[src/rtl/lbuffer_pkg.sv]
// Shared load-buffer types: widths, load opcodes,
// memory access sizes and the queued entry layout.
package lbuffer_pkg;

    localparam int AddressWidth  = 32;
    localparam int ROBWidth      = 4;
    localparam int InstTypeWidth = 6;

    typedef logic [InstTypeWidth-1:0] op_t;

    localparam op_t LB  = 6'd10;
    localparam op_t LH  = 6'd11;
    localparam op_t LW  = 6'd12;
    localparam op_t LBU = 6'd13;
    localparam op_t LHU = 6'd14;

    localparam logic [1:0] MemByte = 2'd0;
    localparam logic [1:0] MemHalf = 2'd1;
    localparam logic [1:0] MemWord = 2'd2;

    typedef struct packed {
        logic [AddressWidth-1:0] addr;
        logic [ROBWidth-1:0]     dest;
        op_t                     op;
    } lb_entry_t;

    function automatic logic [1:0] mem_size(op_t op);
        logic [1:0] sz;
        sz = MemWord;
        unique case (1'b1)
            (op == LB) || (op == LBU): sz = MemByte;
            (op == LH) || (op == LHU): sz = MemHalf;
            default:                   sz = MemWord;
        endcase
        return sz;
    endfunction

endpackage

[src/rtl/lbuffer_if.sv]
// Bundle of address-unit, ROB, memory and CDB signals
// around the load buffer; master is the buffer side.
interface lbuffer_if;
    import lbuffer_pkg::*;

    logic                     addrunit_lbuffer_en_in;
    logic [AddressWidth-1:0]  addrunit_lbuffer_a_in;
    logic [ROBWidth-1:0]      addrunit_lbuffer_dest_in;
    op_t                      addrunit_lbuffer_opcode_in;
    logic                     lbuffer_full_out;
    logic                     rob_lbuffer_store_busy_in;
    logic                     rob_lbuffer_rst_in;
    logic                     lbuffer_mem_req_out;
    logic [AddressWidth-1:0]  lbuffer_mem_addr_out;
    logic [1:0]               lbuffer_mem_size_out;
    logic                     mem_lbuffer_done_in;
    logic [31:0]              mem_lbuffer_data_in;
    logic                     lbuffer_cdb_en_out;
    logic [ROBWidth-1:0]      lbuffer_cdb_dest_out;
    logic [31:0]              lbuffer_cdb_value_out;

    modport master (
        input  addrunit_lbuffer_en_in, addrunit_lbuffer_a_in,
        input  addrunit_lbuffer_dest_in, addrunit_lbuffer_opcode_in,
        input  rob_lbuffer_store_busy_in, rob_lbuffer_rst_in,
        input  mem_lbuffer_done_in, mem_lbuffer_data_in,
        output lbuffer_full_out,
        output lbuffer_mem_req_out, lbuffer_mem_addr_out,
        output lbuffer_mem_size_out,
        output lbuffer_cdb_en_out, lbuffer_cdb_dest_out,
        output lbuffer_cdb_value_out
    );

    modport slave (
        output addrunit_lbuffer_en_in, addrunit_lbuffer_a_in,
        output addrunit_lbuffer_dest_in, addrunit_lbuffer_opcode_in,
        output rob_lbuffer_store_busy_in, rob_lbuffer_rst_in,
        output mem_lbuffer_done_in, mem_lbuffer_data_in,
        input  lbuffer_full_out,
        input  lbuffer_mem_req_out, lbuffer_mem_addr_out,
        input  lbuffer_mem_size_out,
        input  lbuffer_cdb_en_out, lbuffer_cdb_dest_out,
        input  lbuffer_cdb_value_out
    );

endinterface

[src/rtl/lbuffer_extend.sv]
// Opcode-driven sign/zero extension of right-aligned
// load data; shared with future store forwarding.
module lbuffer_extend
    import lbuffer_pkg::*;
(
    input  op_t         op,
    input  logic [31:0] data,
    output logic [31:0] value
);

    always_comb begin
        value = data;
        unique case (1'b1)
            op == LB:  value = {{24{data[7]}}, data[7:0]};
            op == LBU: value = {24'd0, data[7:0]};
            op == LH:  value = {{16{data[15]}}, data[15:0]};
            op == LHU: value = {16'd0, data[15:0]};
            default:   value = data;
        endcase
    end

endmodule

[src/rtl/lbuffer.sv]
// In-order load buffer: queues resolved loads, issues
// one at a time to memory, broadcasts results on CDB.
module lbuffer
    import lbuffer_pkg::*;
#(
    parameter int LB_DEPTH = 8,
    parameter int LB_PTR_W = $clog2(LB_DEPTH)
) (
    input  logic      clk_in,
    input  logic      rst_in,
    input  logic      rdy_in,
    lbuffer_if.master bus
);

    typedef enum logic {IDLE, WAIT} state_t;

    localparam logic [LB_PTR_W:0] FULL_CNT = LB_DEPTH[LB_PTR_W:0];
    localparam logic [LB_PTR_W:0] HIGH_CNT = FULL_CNT - 1'b1;

    state_t              state, state_nx;
    lb_entry_t           ent_q [LB_DEPTH];
    lb_entry_t           head_ent;
    logic [LB_PTR_W-1:0] head, tail;
    logic [LB_PTR_W:0]   count;
    logic                flush, enq, deq;
    logic                cdb_en;
    logic [ROBWidth-1:0] cdb_dest;
    logic [31:0]         cdb_value, ext_value;

    assign head_ent = ent_q[head];
    assign flush    = bus.rob_lbuffer_rst_in;
    // Overflowing enqueues are dropped rather than corrupting the head.
    assign enq = rdy_in && !flush && bus.addrunit_lbuffer_en_in
              && (count != FULL_CNT);
    assign deq = rdy_in && !flush && (state == WAIT)
              && bus.mem_lbuffer_done_in;

    always_ff @(posedge clk_in) begin
        if (!rst_in)
            state <= IDLE;
        else if (rdy_in)
            state <= flush ? IDLE : state_nx;
    end

    always_comb begin
        state_nx = state;
        unique case (state)
            IDLE: if (count != '0 && !bus.rob_lbuffer_store_busy_in)
                      state_nx = WAIT;
            WAIT: if (bus.mem_lbuffer_done_in)
                      state_nx = IDLE;
            default: state_nx = IDLE;
        endcase
    end

    always_comb begin
        bus.lbuffer_mem_req_out  = 1'b0;
        bus.lbuffer_mem_addr_out = '0;
        bus.lbuffer_mem_size_out = MemByte;
        if (state == WAIT) begin
            bus.lbuffer_mem_req_out  = 1'b1;
            bus.lbuffer_mem_addr_out = head_ent.addr;
            bus.lbuffer_mem_size_out = mem_size(head_ent.op);
        end
    end

    always_ff @(posedge clk_in) begin
        if (enq) begin
            ent_q[tail] <= '{addr: bus.addrunit_lbuffer_a_in,
                             dest: bus.addrunit_lbuffer_dest_in,
                             op:   bus.addrunit_lbuffer_opcode_in};
        end
    end

    always_ff @(posedge clk_in) begin
        if (!rst_in) begin
            head      <= '0;
            tail      <= '0;
            count     <= '0;
            cdb_en    <= 1'b0;
            cdb_dest  <= '0;
            cdb_value <= '0;
        end else if (rdy_in) begin
            cdb_en <= 1'b0;
            if (flush) begin
                head  <= '0;
                tail  <= '0;
                count <= '0;
            end else begin
                if (enq)
                    tail <= tail + 1'b1;
                if (deq) begin
                    head      <= head + 1'b1;
                    cdb_en    <= 1'b1;
                    cdb_dest  <= head_ent.dest;
                    cdb_value <= ext_value;
                end
                case ({enq, deq})
                    2'b10:   count <= count + 1'b1;
                    2'b01:   count <= count - 1'b1;
                    default: count <= count;
                endcase
            end
        end
    end

    lbuffer_extend u_extend (
        .op    (head_ent.op),
        .data  (bus.mem_lbuffer_data_in),
        .value (ext_value)
    );

    assign bus.lbuffer_full_out      = (count >= HIGH_CNT);
    assign bus.lbuffer_cdb_en_out    = cdb_en;
    assign bus.lbuffer_cdb_dest_out  = cdb_dest;
    assign bus.lbuffer_cdb_value_out = cdb_value;

endmodule

[src/flat_wrapper.sv]
// flat-port wrapper written by rule: the top's interface ports become plain ports
module lbuffer_flat import lbuffer_pkg::*;
#(
    parameter int LB_DEPTH = 8,
    parameter int LB_PTR_W = $clog2(LB_DEPTH)
)
  (clk_in, rst_in, rdy_in, bus_addrunit_lbuffer_en_in, bus_addrunit_lbuffer_a_in, bus_addrunit_lbuffer_dest_in, bus_addrunit_lbuffer_opcode_in, bus_rob_lbuffer_store_busy_in, bus_rob_lbuffer_rst_in, bus_mem_lbuffer_done_in, bus_mem_lbuffer_data_in, bus_lbuffer_full_out, bus_lbuffer_mem_req_out, bus_lbuffer_mem_addr_out, bus_lbuffer_mem_size_out, bus_lbuffer_cdb_en_out, bus_lbuffer_cdb_dest_out, bus_lbuffer_cdb_value_out);
  lbuffer_if bus_i ();
  input  logic clk_in;
  input  logic rst_in;
  input  logic rdy_in;
  input wire logic [$bits(bus_i.addrunit_lbuffer_en_in)-1:0] bus_addrunit_lbuffer_en_in;
  input wire logic [$bits(bus_i.addrunit_lbuffer_a_in)-1:0] bus_addrunit_lbuffer_a_in;
  input wire logic [$bits(bus_i.addrunit_lbuffer_dest_in)-1:0] bus_addrunit_lbuffer_dest_in;
  input wire logic [$bits(bus_i.addrunit_lbuffer_opcode_in)-1:0] bus_addrunit_lbuffer_opcode_in;
  input wire logic [$bits(bus_i.rob_lbuffer_store_busy_in)-1:0] bus_rob_lbuffer_store_busy_in;
  input wire logic [$bits(bus_i.rob_lbuffer_rst_in)-1:0] bus_rob_lbuffer_rst_in;
  input wire logic [$bits(bus_i.mem_lbuffer_done_in)-1:0] bus_mem_lbuffer_done_in;
  input wire logic [$bits(bus_i.mem_lbuffer_data_in)-1:0] bus_mem_lbuffer_data_in;
  output wire logic [$bits(bus_i.lbuffer_full_out)-1:0] bus_lbuffer_full_out;
  output wire logic [$bits(bus_i.lbuffer_mem_req_out)-1:0] bus_lbuffer_mem_req_out;
  output wire logic [$bits(bus_i.lbuffer_mem_addr_out)-1:0] bus_lbuffer_mem_addr_out;
  output wire logic [$bits(bus_i.lbuffer_mem_size_out)-1:0] bus_lbuffer_mem_size_out;
  output wire logic [$bits(bus_i.lbuffer_cdb_en_out)-1:0] bus_lbuffer_cdb_en_out;
  output wire logic [$bits(bus_i.lbuffer_cdb_dest_out)-1:0] bus_lbuffer_cdb_dest_out;
  output wire logic [$bits(bus_i.lbuffer_cdb_value_out)-1:0] bus_lbuffer_cdb_value_out;
  assign bus_i.addrunit_lbuffer_en_in = bus_addrunit_lbuffer_en_in;
  assign bus_i.addrunit_lbuffer_a_in = bus_addrunit_lbuffer_a_in;
  assign bus_i.addrunit_lbuffer_dest_in = bus_addrunit_lbuffer_dest_in;
  assign bus_i.addrunit_lbuffer_opcode_in = bus_addrunit_lbuffer_opcode_in;
  assign bus_i.rob_lbuffer_store_busy_in = bus_rob_lbuffer_store_busy_in;
  assign bus_i.rob_lbuffer_rst_in = bus_rob_lbuffer_rst_in;
  assign bus_i.mem_lbuffer_done_in = bus_mem_lbuffer_done_in;
  assign bus_i.mem_lbuffer_data_in = bus_mem_lbuffer_data_in;
  assign bus_lbuffer_full_out = bus_i.lbuffer_full_out;
  assign bus_lbuffer_mem_req_out = bus_i.lbuffer_mem_req_out;
  assign bus_lbuffer_mem_addr_out = bus_i.lbuffer_mem_addr_out;
  assign bus_lbuffer_mem_size_out = bus_i.lbuffer_mem_size_out;
  assign bus_lbuffer_cdb_en_out = bus_i.lbuffer_cdb_en_out;
  assign bus_lbuffer_cdb_dest_out = bus_i.lbuffer_cdb_dest_out;
  assign bus_lbuffer_cdb_value_out = bus_i.lbuffer_cdb_value_out;
  lbuffer #(.LB_DEPTH(LB_DEPTH), .LB_PTR_W(LB_PTR_W)) u_core (.clk_in(clk_in), .rst_in(rst_in), .rdy_in(rdy_in), .bus(bus_i));
endmodule
[config.mk]
export PLATFORM = sky130hd
export DESIGN_NAME = lbuffer_flat
export DESIGN_NICKNAME = d
export VERILOG_FILES = /design/src/rtl/lbuffer_pkg.sv /design/src/rtl/lbuffer_if.sv /design/src/rtl/lbuffer_extend.sv /design/src/rtl/lbuffer.sv /design/src/flat_wrapper.sv
export SDC_FILE = /design/constraint.sdc
export NUM_CORES = 1
export LEC_CHECK = 0
export BUFFER_PORTS_ARGS = -buffer_cell sky130_fd_sc_hd__buf_2
export CORE_UTILIZATION = 35
export CTS_CLUSTER_SIZE = 8
export DETAILED_ROUTE_END_ITERATION = 10
export GPL_ROUTABILITY_DRIVEN = 0
export GPL_TIMING_DRIVEN = 0
export MAX_ROUTING_LAYER = met4
export SYNTH_ARGS = -nofsm -noshare
export SYNTH_HDL_FRONTEND = slang
export SYNTH_HIERARCHICAL = 1
export SYNTH_SLANG_ARGS = --single-unit
[constraint.sdc]
create_clock -name clk_in -period 5.73 [get_ports clk_in]
set_input_delay 0.573 -clock clk_in [delete_from_list [all_inputs] [get_ports clk_in]]
set_output_delay 0.573 -clock clk_in [all_outputs]
set_load 0.005 [all_outputs]
Yosys cells after proc, flatten, opt, wreduce, memory -nomap -nowiden:

Memory sizes are Yosys's and may differ from the RTL's. A register that Yosys moved wholly into a read port is not among the register bits.
Cells that the tools add are included.

* bits in registers: 48
* memory bits (writable): 336
* input port bits: 81
* word-level logic and storage cells: 61
* memories: 1

* $add $sub $neg: 4
* $lt $le $gt $ge: 1
* equal/unequal tests: 7
* muxes and demuxes: 21
* bitwise gates (word level): 2
* reduce and logical (&&, ||, !) cells: 18

Memory list
* u_core.ent_q: words 8, bits a word 42, read ports 1, clocked after memory_dff 1, write ports 1, line lbuffer.sv:21 `lb_entry_t ent_q [LB_DEPTH];`

Operator list (number)
* $pmux 32 s4: 1
* $mux 32: 1
* $eq 6x4->1 const B: 4
* $mux 3: 6
* $mux 1: 8
* $pmux 4 s2: 1
* $add 3x1->3 const B: 2
* $logic_and 1x1->1: 6
* $reduce_and 2->1: 3
* $add 4x1->4 const B: 1
* $ge 4x3->1 const B: 1
* $mux 4: 1
* $ne 4x4->1 const B: 1
* $pmux 2 s2: 1
* $reduce_bool 2->1: 2
* $reduce_bool 4->1: 1
* $sub 4x1->4 const B: 1
* $reduce_and 3->1: 1
* $reduce_bool 3->1: 1
* $eq 2x1->1 const B: 1
* $eq 2x2->1 const B: 1
* $logic_not 1->1: 2
* $logic_or 1x1->1: 2
* $mux 2: 1
* other kinds (2): 3

Longest topological paths before layout:

* depth after elaboration: 8
* depth in mapped cells: 13

Hierarchy:

The synthesis kept the hierarchy.

By module, submodules not included
* lbuffer: times used 1, cells each 787, area an instance 14928.1 sq um, sequential area each 11110.7 sq um
* lbuffer_extend: times used 1, cells each 102, area an instance 660.6 sq um, sequential area each 0.0 sq um

Worst setup path after synthesis:

No wires, ideal clock.

* kind: input to register
* start: input rdy_in
* end: memory u_core/ent_q[2][0] (netlist name) (enable)
* setup time: 561 ps
* data arrival time: 5520 ps
* path slack: -350 ps
* stages: 4
* path buffers: 1
* path through: clkbuf_1 and3b_1 nand2_1 nor4b_1

* longest elaborated chain between the ends: 5

Ends and longest elaborated chain
* start: declaration: line flat_wrapper.sv:11 `input logic rdy_in;`
* $logic_and 1x1->1 (2 in series): line lbuffer.sv:33 `assign enq = rdy_in && !flush && bus.addrunit_lbuffer_en_in`
* $logic_and 1x1->1: line lbuffer.sv:34 `&& (count != FULL_CNT);`
* $mux 1: line lbuffer.sv:68 `if (enq) begin`
* $mux 1 (implied by the code): line lbuffer.sv:69 `ent_q[tail] <= '{addr: bus.addrunit_lbuffer_a_in,`
* end: declaration: line lbuffer.sv:21

No other way between the ends.

==> summary.txt <==
Timing
  – Final Cycle Share: 0.6726
  – Tmin final: 3854 ps
  – Final Max Tran Viols: 0
  – Fmax achieved: between 200 and 300 MHz
  – Final setup TNS: 0 ps
  – RSZ-0062 raised after global routing: no
  – Worst slew pin tran: 934.4 ps
  – Worst-case setup margin in the final layout: 1876 ps
  – Min Hold Slack: roughly 240 ps
  – Hold Vio Cnt, Final: 0
  – Count of final setup violators: 0
  – Worst rel slew slack: 0.3770
  – Clk_skew: 26.39 ps

Place
  – Post-place setup slack: 1868 ps
  – Port Buffers: between 100 and 150
  – Detailed Place HPWL: 24580 um

Floorplan
  – Die area: 0.04539 sq mm
  – Rows: 76
  – Boundary Pins: 154
  – Core box area: 0.04346 sq mm
  – Initial Utilization: 0.3587
  – Die Height: 213.0 um
  – Chip width: 213.0 um

Clock tree
  – TritonCTS clock tree: yes
  – H-tree depth: 2
  – Cts bufs inserted: 54
  – Root Driver: clkbuf_16
  – Clk buf depth: 3
  – Post-CTS Resized: 0
  – Worst-skew pair later-pin latency: 580 ps
  – # clock sinks: 387
  – Clock transition at path regs: ~50 ps
  – CTS Hold Bufs: 0
  – Post CTS Setup Buffer Count: 0

Finish
  – Fill cell count: 3874
  – Multi-input gate area: about 0.0042 sq mm
  – Share of post-route cells with drive strength above 1: 0.3266
  – Fin util: 0.4384
  – Nets: 1212
  – Area grow syn2layout: 22.22%
  – Reg area: between 0.01 and 0.015 sq mm

Synthesis
  – Synthesized instance count: 889
  – Seq cells post-synth: 387
  – FFs w/ async S/R, synth: 0
  – Most used DFF post-synth: edfxtp_1
  – Synth top area cells: edfxtp_1, mux4_2, dfxtp_1, mux2i_1, nand2_1
  – Syn nets: about 970
  – Synthesized area: roughly 0.016 sq mm
  – Leading area contributor after synthesis: edfxtp_1
  – EDFF count, synth: 336
  – Top-area cell type share of the netlist area: 0.6472
  – Mean post-synth cell area: 17.54 sq um
  – Synth warn: 6
  – Sequential-to-total area share from yosys stat: 0.7127
  – Synth cell types: 52

Global route
  – First-pass GRT wire length: 54250 um
  – Vias in the first global route: 8942
  – Grt ovf: 0
  – Initial antenna violation count: 6
  – Gr usage total: 0.1666
  – Largest net degree at the start of global routing: 18

Routing
  – Pre-Repair DR Iteration Count: 4
  – 1st-iter DRT viols: 649
  – Vias per Instance: 5.179
  – Via count: about 9000
  – Wire length per cell: 20.92 um
  – Remaining DRCs: 0
  – Final ANT Viol Nets: 0
  – Final wirelength: 36280 um

Flow run
  – Max-Cap Viols: 0

Power and ir drop
  – Tot Pwr: 6.022 mW
  – Sequential power share: 0.512
  – Psw: 1.198 mW
  – Sw Share: 0.1989
  – Leak pwr: 6.297 nW
  – Power Internal: roughly 4.8 mW
  – Clock share of power: 0.464
  – Peak supply drop: about 0.00029 V
  – Power share of the combinational group: 0.024
  – Pwr/cell area: 316.1 mW/mm^2

Critical path
  – Crit. End Element: register
  – Crit-path max FO: 10
  – WS Path Type: register to register
  – Critical Path RT: between 6000 and 7000 ps
  – Worst Setup Start Kind: register
  – Crit path DAT: between 4000 and 5000 ps

Min path
  – Worst Hold Class: input port to register

Outcome
  – Status: complete, no violations
through the flow:
step | instance area [sq um] | cells
after floorplan | 15600 | 889
after global placement | 17060 | 1619
after detailed placement | 17560 | 1656
after CTS | 19030 | 1727
after global routing | 19050 | 1733
final | 19050 | 1734
path summary, 6_finish.rpt:
kind | startpoint | end | slack [ps] | depth (start not counted)
setup / recovery | register | u_core/bus.lbuffer_cdb_value_out[10] | 1880 | 11
hold / removal | bus_mem_lbuffer_data_in[0] | u_core/bus.lbuffer_cdb_value_out[0] | 240 | 3
setup reg to reg | register | u_core/bus.lbuffer_cdb_value_out[10] | 1880 | 11
hold reg to reg | u_core/bus.lbuffer_cdb_value_out[24] | u_core/bus.lbuffer_cdb_value_out[24] | 450 | 2
layout make-up:
| class | count | area share |
|---|---|---|
| antenna | 7 | 0.0009194 |
| timing repair buffer | 182 | 0.06186 |
| sequential | 387 | 0.5832 |
| clock inverter | 3 | 0.003546 |
| tap | 585 | 0.03842 |
| multi-input combinational | 432 | 0.2199 |
| clock buffer | 68 | 0.07369 |
| inverter | 5 | 0.0009851 |
| buffer | 65 | 0.01747 |
kinds of logic (layout without fill, tap and decap cells):
kind of cell             Yosys count  after routing  share of synthesized area
XOR/XNOR                           3              3                   0.001686
other                              0              7                          0
AO/OA/AOI/OAI                    119            119                    0.04623
buffers and inverters             70            323                    0.02255
adder cells (fa/ha/maj)            4              4                   0.003211
AND/OR/NAND/NOR                  176            176                    0.05988
flip-flops                       387            387                     0.7127
multiplexers                     130            130                     0.1537
cells in the mapped netlist (all sizes together) (2+ instances only):
library cell and n:
nor2 10, nor4 2, nand2b 2, and3 2, nor4b 5, mux2 6
o2111ai 2, xnor2 3, dfxtp 51, clkbuf 31, o21ai 28, nor3 3
a21o 3, inv 5, a211oi 13, nand2 73, a31oi 2, nor3b 2
a22o 16, nand3 21, edfxtp 336, buf 34, mux4 86, a21oi 52
or4b 2, or4 2, nand4 5, mux2i 38, nor2b 40, ha 4
cell usage in the layout (no fill, tap or decap), types with 6 or more instances in the layout:
master	instances
mux4_2	84
nor2_1	9
a211oi_1	13
nor2b_1	40
buf_8	10
edfxtp_1	336
a22o_1	16
buf_2	158
clkbuf_16	54
buf_6	22
nand3_1	21
dfxtp_1	51
buf_4	18
mux2i_1	38
diode_2	7
o21ai_0	27
buf_1	6
nand2_1	73
a21oi_1	52
clkbuf_1	44
power groups by stage:
stage / clock, mW / combinational (mW) / sequential (mW)
2_1_floorplan: 0 / 0.0637 / 3.14
3_3_place_gp: 0 / 0.136 / 3.14
3_5_place_dp: 0 / 0.146 / 3.14
4_1_cts: 2.87 / 0.147 / 3.08
5_1_grt: 2.99 / 0.160 / 3.08
6_report: 2.79 / 0.145 / 3.08
worst max-delay path, cell delays in order, from the launching register on:
cell and delay [ps]:
dfxtp_1 300, buf_2 230, buf_1 550, buf_2 460, mux4_2 360, mux2_2 310, or4b_1 500, clkbuf_1 220
nor4b_4 460, a211oi_1 140, nand2_1 110, a21oi_1 60
per-layer routing:
metal	wire, um	track usage
met3	2756	0.04192
met1	16030	0.2213
met2	16890	0.2561
met4	595	0.04193
met5	0	-
registers in the layout, summed over array words and instances (netlist names), named ones only:
signal	count
u_core/ent_q	336
u_core/bus.lbuffer_cdb_value_out	32
u_core/bus.lbuffer_cdb_dest_out	4
u_core/count	4
u_core/head	3
u_core/tail	3
u_core/bus.lbuffer_cdb_en_out	1
u_core/state	1
Power figures use the tool's default switching activity.
